## src/rtl/alu_ctrl_seq.sv

```systemverilog
// Registered ALU control decoder with a multi-cycle sequencer for mult/div.
// Provides stall/busy/done handshakes and a HI/LO write strobe.
module alu_ctrl_seq #(
    parameter int CTRL_W  = 4,
    parameter int MUL_LAT = 4,
    parameter int DIV_LAT = 32,
    parameter int CNT_W   = 6
) (
    input  logic              clk,
    input  logic              rst,
    input  logic              issue,
    input  logic [5:0]        func,
    input  logic [1:0]        alu_op,
    input  logic              flush,
    output logic [CTRL_W-1:0] alu_control,
    output logic              ctrl_valid,
    output logic              illegal,
    output logic              busy,
    output logic              stall,
    output logic              done,
    output logic              hilo_we
);

    localparam logic [1:0] ST_IDLE = 2'd0;
    localparam logic [1:0] ST_RUN  = 2'd1;
    localparam logic [1:0] ST_DONE = 2'd2;

    // Packed decode result: {illegal, is_mul, is_div, code[3:0]}
    function automatic logic [6:0] decode_fn(input logic [1:0] op, input logic [5:0] fn);
        logic [6:0] res;
        case (op)
            2'b00: res = {3'b000, 4'b0010};
            2'b01: res = {3'b000, 4'b0011};
            2'b10: begin
                case (fn)
                    6'b100000: res = {3'b000, 4'b0010};
                    6'b100010: res = {3'b000, 4'b0011};
                    6'b100100: res = {3'b000, 4'b0000};
                    6'b100101: res = {3'b000, 4'b0001};
                    6'b100110: res = {3'b000, 4'b1101};
                    6'b100111: res = {3'b000, 4'b1100};
                    6'b101010: res = {3'b000, 4'b0111};
                    6'b010000: res = {3'b000, 4'b1000};
                    6'b010010: res = {3'b000, 4'b1001};
                    6'b100001: res = {3'b010, 4'b0100};
                    6'b011010: res = {3'b001, 4'b0101};
                    default:   res = {3'b100, 4'b1111};
                endcase
            end
            default: res = {3'b100, 4'b1111};
        endcase
        return res;
    endfunction

    logic [1:0]        state_r;
    logic [CNT_W-1:0]  cnt_r;
    logic [CTRL_W-1:0] alu_control_r;
    logic              ctrl_valid_r;
    logic              illegal_r;
    logic              busy_r;
    logic              done_r;

    logic [6:0]        dec_s;
    logic              dec_illegal_s;
    logic              dec_mul_s;
    logic              dec_div_s;
    logic [3:0]        dec_code_s;
    logic              accept_s;
    logic [1:0]        state_nxt_s;
    logic [CNT_W-1:0]  cnt_nxt_s;
    logic              done_nxt_s;

    assign dec_s         = decode_fn(alu_op, func);
    assign dec_illegal_s = dec_s[6];
    assign dec_mul_s     = dec_s[5];
    assign dec_div_s     = dec_s[4];
    assign dec_code_s    = dec_s[3:0];
    assign accept_s      = issue && (state_r != ST_RUN);

    // Next-state, countdown and completion logic
    always_comb begin
        state_nxt_s = state_r;
        cnt_nxt_s   = cnt_r;
        done_nxt_s  = 1'b0;
        case (state_r)
            ST_IDLE, ST_DONE: begin
                if (issue && dec_mul_s) begin
                    state_nxt_s = ST_RUN;
                    cnt_nxt_s   = CNT_W'(MUL_LAT - 1);
                end else if (issue && dec_div_s) begin
                    state_nxt_s = ST_RUN;
                    cnt_nxt_s   = CNT_W'(DIV_LAT - 1);
                end else begin
                    state_nxt_s = ST_IDLE;
                end
            end
            ST_RUN: begin
                // flush beats completion, so an aborted op never strobes HI/LO
                if (flush) begin
                    state_nxt_s = ST_IDLE;
                    cnt_nxt_s   = {CNT_W{1'b0}};
                end else if (cnt_r == {CNT_W{1'b0}}) begin
                    state_nxt_s = ST_DONE;
                    done_nxt_s  = 1'b1;
                end else begin
                    cnt_nxt_s   = cnt_r - {{(CNT_W-1){1'b0}}, 1'b1};
                end
            end
            default: begin
                state_nxt_s = ST_IDLE;
                cnt_nxt_s   = {CNT_W{1'b0}};
            end
        endcase
    end

    // State and registered outputs
    always_ff @(posedge clk or posedge rst) begin
        if (rst) begin
            state_r       <= ST_IDLE;
            cnt_r         <= {CNT_W{1'b0}};
            alu_control_r <= {CTRL_W{1'b0}};
            ctrl_valid_r  <= 1'b0;
            illegal_r     <= 1'b0;
            busy_r        <= 1'b0;
            done_r        <= 1'b0;
        end else begin
            state_r      <= state_nxt_s;
            cnt_r        <= cnt_nxt_s;
            ctrl_valid_r <= accept_s;
            illegal_r    <= accept_s && dec_illegal_s;
            busy_r       <= (state_nxt_s == ST_RUN);
            done_r       <= done_nxt_s;
            if (accept_s) begin
                alu_control_r <= CTRL_W'(dec_code_s);
            end
        end
    end

    assign alu_control = alu_control_r;
    assign ctrl_valid  = ctrl_valid_r;
    assign illegal     = illegal_r;
    assign busy        = busy_r;
    assign stall       = busy_r;
    assign done        = done_r;
    assign hilo_we     = done_r;

endmodule

```

## config.mk

```make
export PLATFORM = sky130hd
export DESIGN_NAME = alu_ctrl_seq
export DESIGN_NICKNAME = d
export VERILOG_FILES = /design/src/rtl/alu_ctrl_seq.sv
export SDC_FILE = /design/constraint.sdc
export NUM_CORES = 1
export LEC_CHECK = 0
export CORE_ASPECT_RATIO = 1.4
export CORE_MARGIN = 5
export CORE_UTILIZATION = 45
export DETAILED_ROUTE_END_ITERATION = 10
export PLACE_DENSITY = 0.74
export SLEW_MARGIN = 20
export SYNTH_ARGS = -nofsm -noshare
export SYNTH_HDL_FRONTEND = slang
export SYNTH_SLANG_ARGS = --single-unit
```

## constraint.sdc

```tcl
create_clock -name clk -period 1.5 [get_ports clk]
set_clock_uncertainty 0.05 [all_clocks]
set_input_delay 0.3 -clock clk [delete_from_list [all_inputs] [get_ports clk]]
set_output_delay 0.3 -clock clk [all_outputs]
set_load 0.005 [all_outputs]
```

**Yosys cells after proc, flatten, opt, wreduce, memory -nomap -nowiden**

Cells that the tools add are included.

- Register bits after elaboration: 16
- Input port bits: 12
- Output and inout port bits: 10
- Logic and storage cells: 51

- Add/sub/neg operators: 1
- Eq/ne operators: 19
- Multiplexer cells: 15
- Reduce and logical (&&, ||, !) cells: 9

Operators by type and width:

| cell | number |
|---|---|
| $pmux W7 S11 | 1 |
| $eq A6 B6 Y1 const B | 8 |
| $mux W6 | 4 |
| $pmux W7 S3 | 1 |
| $eq A6 B5 Y1 const B | 3 |
| $pmux W6 S2 | 1 |
| $eq A2 B1 Y1 const B | 3 |
| $logic_not A6 Y1 | 1 |
| $ne A3 B3 Y1 const B | 2 |
| $sub A6 B1 Y6 const B | 1 |
| $mux W1 | 5 |
| $eq A2 B2 Y1 const B | 2 |
| $logic_and A1 B1 Y1 | 4 |
| $logic_not A2 Y1 | 2 |
| $mux W2 | 2 |
| $pmux W2 S2 | 1 |
| $ne A2 B1 Y1 const B | 1 |
| $reduce_and A2 Y1 | 1 |
| $reduce_or A2 Y1 | 1 |

**Longest topological paths before layout**

- Depth after elaboration: 8
- Gate-level depth with buffers: 6
- Mapped depth without buffers: 5

**Worst setup path before layout**

OpenSTA, ideal clock, no wires.

- Path type: register -> register
- From: register cnt_r[3]
- To: register cnt_r[2]
- Library setup time: 131 ps
- Data arrival time: 1,346 ps
- Data required time: 1,319 ps
- Setup slack: -27 ps
- Stages on the path, launching flop included: 6
- Cells stage by stage: dfrtp_1 nor4_2 and3_1 buf_6 a2bb2oi_4 a221oi_2

- Cells in the longest elaborated chain, start to end: 3

RTL lines:

| element | line | text |
|---|---|---|
| from (decl) | 56 | `logic [CNT_W-1:0] cnt_r;` |
| from (signal assigned) | 120 | `cnt_r <= {CNT_W{1'b0}};` |
| from (signal assigned) | 128 | `cnt_r <= cnt_nxt_s;` |
| $logic_not A6 Y1 | 102 | `end else if (cnt_r == {CNT_W{1'b0}}) begin` |
| $ne A3 B3 Y1 (no source line) | - |  |
| $reduce_and A2 Y1 (no source line) | - |  |

No other way between the ends.
A chain may end at the register's enable or synchronous reset.

**Worst setup path in the final report**

- From: register cnt_r[3]
- To: register cnt_r[3]

- Cells in the longest elaborated chain, start to end: 4
- Elaborated cells between the ends (all ways): 7
- Classes of those cells: add/sub: 1; eq/ne: 1; mux: 3; reduce/logical: 2

RTL lines:

| element | line | text |
|---|---|---|
| $sub A6 B1 Y6 | 106 | `cnt_nxt_s = cnt_r - {{(CNT_W-1){1'b0}}, 1'b1};` |
| $mux W6 | 102 |  |
| $mux W6 | 99 | `if (flush) begin` |
| $pmux W6 S2 | 85 | `case (state_r)` |

Several ways; a longest one is shown, not always the timed one. The select of a mux whose other input is x is not followed.

==> flow_metrics.tcl <==
set metrics [dict create \
    outcome "finished, violations left" \
    violations "negative setup slack" \
    gr-usage-all-layers 0.184 \
    path_class "register to register" \
    finalMaxSlewViolations 0 \
    path_delay_family "simple AND/OR/NAND/NOR gates" \
    required_ps 1620 \
    grt_pass1_wl_mm 4.78 \
    gr-total-overflow 0 \
    synth_flop_cell "dfrtp_1" \
    clockBufferDepth 2 \
    fin_crit_ps 1550 \
    place_congestion 0.825 \
    std_cell_rows 21 \
    synth_area_um2 1080 \
    antenna_cells 0 \
    crit_chain "nor4_2, buf_4, and3_4, a2bb2oi_4, a221oi_2" \
    fp.dieH_um 67.9 \
    crit_path_end_kind "register" \
    netlist.area_leader.share 0.372 \
    final_common_cell "buf_4" \
    htreeDepth 1 \
    maxSlewHeadroom 0.726 \
    rsz0062_at_grt "true" \
    cp_slowest_stage_delay_ps 400 \
    die_w_um 51.4 \
    fmax_ghz 0.646 \
    worstMarginPinSlew_ps 408 \
    p_per_area_nw_per_um2 828 \
    die-area_um2 3490 \
    maxCapViolCount 0 \
    final_cell_mix "buf_4 (34), dfrtp_1 (16), inv_1 (11), dlygate4sd2_1 (10)" \
    drtIter0Drc 19 \
    synth_nets 125 \
    cts_tree "yes" \
    cp_data_arrival_time_ps 1670 \
    hold_buffers 0 \
    min_period_over_period 1.03 \
    leakagePower_nw 0.811 \
    worstPathMaxFanout 5 \
    clk_pin_slew_ps 100 \
    initial_utilization 0.461 \
    clockRootBuffer "clkbuf_4" \
    drt_pass1_iterations 4 \
    finalPower_mw 1.36 \
    ys_top_cells_by_area "dfrtp_1 (37%), a221oi_2 (4.2%), inv_1 (3.8%)" \
    max-vdd-ir-drop_mv 0.435 \
    final_layout_size_suffix_gt1_frac 0.357 \
    finalHoldWorstSlack_ps 258 \
    ios 22 \
    place_inst 181 \
    drcViolationCount 0 \
    syn_inst 111 \
    yosysSeqAreaShare 0.372 \
    path_buf_inv 1 \
    area_growth_pct 53.0 \
    hold_viol 0 \
    cts.sinks 16 \
    viasPerCell 5.71 \
    dr_total_vias 1090 \
    critPathLaunchType "register" \
    cts_made_buffers 3 \
    hp-class "primary input to async pin" \
    instances_no_fill 191 \
    synth_edf_count 0 \
    synth_cell_types 49 \
    dp_hpwl_mm 2.26 \
    cpMaxStageDelayCell "dfrtp_1" \
    antenna_found_initial 0 \
    ys_ff_latch 16 \
    num-fill-cells 185 \
    first_global_vias 1118 \
    finish.utilization 0.705 \
    nets 183 \
    fp.coreArea_um2 2340 \
    ys_warn_count 0 \
    fin_ws_ps -47.0 \
    clk_latency_ps 290 \
    avgRoutedWirePerCell_um 15.3 \
    syn-mean-instance-area_um2 9.71 \
    yosys.area.top_type "dfrtp_1" \
    wl_mm 2.92 \
    finalSetupViolations 6 \
    portBuffers 21 \
    grt_max_degree 17 \
    synth-async-reset-ratio 1.00 \
    ant_nets 0 \
]
[worst register-to-register path: cells and delay by family (launching register included)]
kind / cells / cell delay (ps)
buffers and inverters: 1 / 170
AOI/OAI and AO/OA: 2 / 330
DFF: 1 / 400
and+or+nand+nor: 2 / 490
[sequential cells by signal, indices dropped and copies added (netlist names)]
signal,flops
cnt_r,6
alu_control,4
state_r,2
busy,1
ctrl_valid,1
done,1
illegal,1
[report_power, final]
group	internal, mW	leakage, nW	switching [mW]
logic	0.279	0.600	0.254
registers	0.499	0.190	0.0494
clock network	0.148	0.0210	0.134
[final cells by class]
| class | instances | area [µm²] | share of cell area |
|---|---|---|---|
| inverter | 11 | 41.3 | 0.0251 |
| multi-input combinational | 79 | 651 | 0.395 |
| clock buffer | 4 | 36.3 | 0.0220 |
| tap | 23 | 28.8 | 0.0175 |
| sequential | 16 | 400 | 0.243 |
| timing repair buffer | 58 | 490 | 0.298 |
[per-layer routing]
layer | share of wire | track usage | vias up
met5 | 0 | 0 | -
met4 | 0.037 | 0.102 | 0
met3 | 0.040 | 0.0196 | 12
met2 | 0.55 | 0.356 | 33
met1 | 0.37 | 0.189 | 511
li1 | - | - | 534
[Yosys cell counts (2+ instances only)]
library cell  number
a21oi_1            6
a221o_1            2
a221oi_2           3
a31oi_1            3
a32o_1             2
buf_4              2
dfrtp_1           16
ha_1               2
inv_1             11
nand2_1            5
nand2b_1           3
nand3_1            3
nor2_1             6
nor2b_1            3
nor3_1             7
nor4_1             2
o21ai_0            2
or3_1              2
[what timing repair did]
item	in CTS	in global routing
setup endpoints to repair	15	14
pin swaps	3	3
buffers inserted	3	2
resized for setup	18	9
endpoints found under the hold margin	0	0
cloned	1	0
[kinds of logic (layout without fill, tap and decap cells)]
| kind of cell | count (synthesis) | after routing | share of synthesized area |
|---|---|---|---|
| simple gates | 43 | 43 | 0.254 |
| compound gates | 32 | 32 | 0.261 |
| flops | 16 | 16 | 0.372 |
| buf+inv | 16 | 73 | 0.0720 |
| fa+ha+maj | 2 | 2 | 0.0232 |
| xor+xnor | 1 | 1 | 0.00813 |
| mux | 1 | 1 | 0.00929 |
[final timing paths]
kind	to	startpoint	slack, ps	depth (start not counted)
max	cnt_r[3]	cnt_r[3]	-50	5
min	cnt_r[3]	rst	260	3
max reg2reg	cnt_r[3]	cnt_r[3]	-50	5
min reg2reg	alu_control[0]	alu_control[0]	490	2
max in group asynchronous	cnt_r[5]	rst	960	3
min in group clk	alu_control[0]	alu_control[0]	490	2
[metrics by stage]
stage | setup slack [ps] | setup TNS [ps] | cell area, µm²
6_report | -47.0 | -234 | 1650
5_1_grt | -125 | -835 | 1650
4_1_cts | -65.7 | -313 | 1590
3_5_place_dp | -474 | -5030 | 1510
3_3_place_gp | -413 | -4200 | 1510
2_1_floorplan | -18.8 | -88.7 | 1080
(Power assumes the default switching activity.)
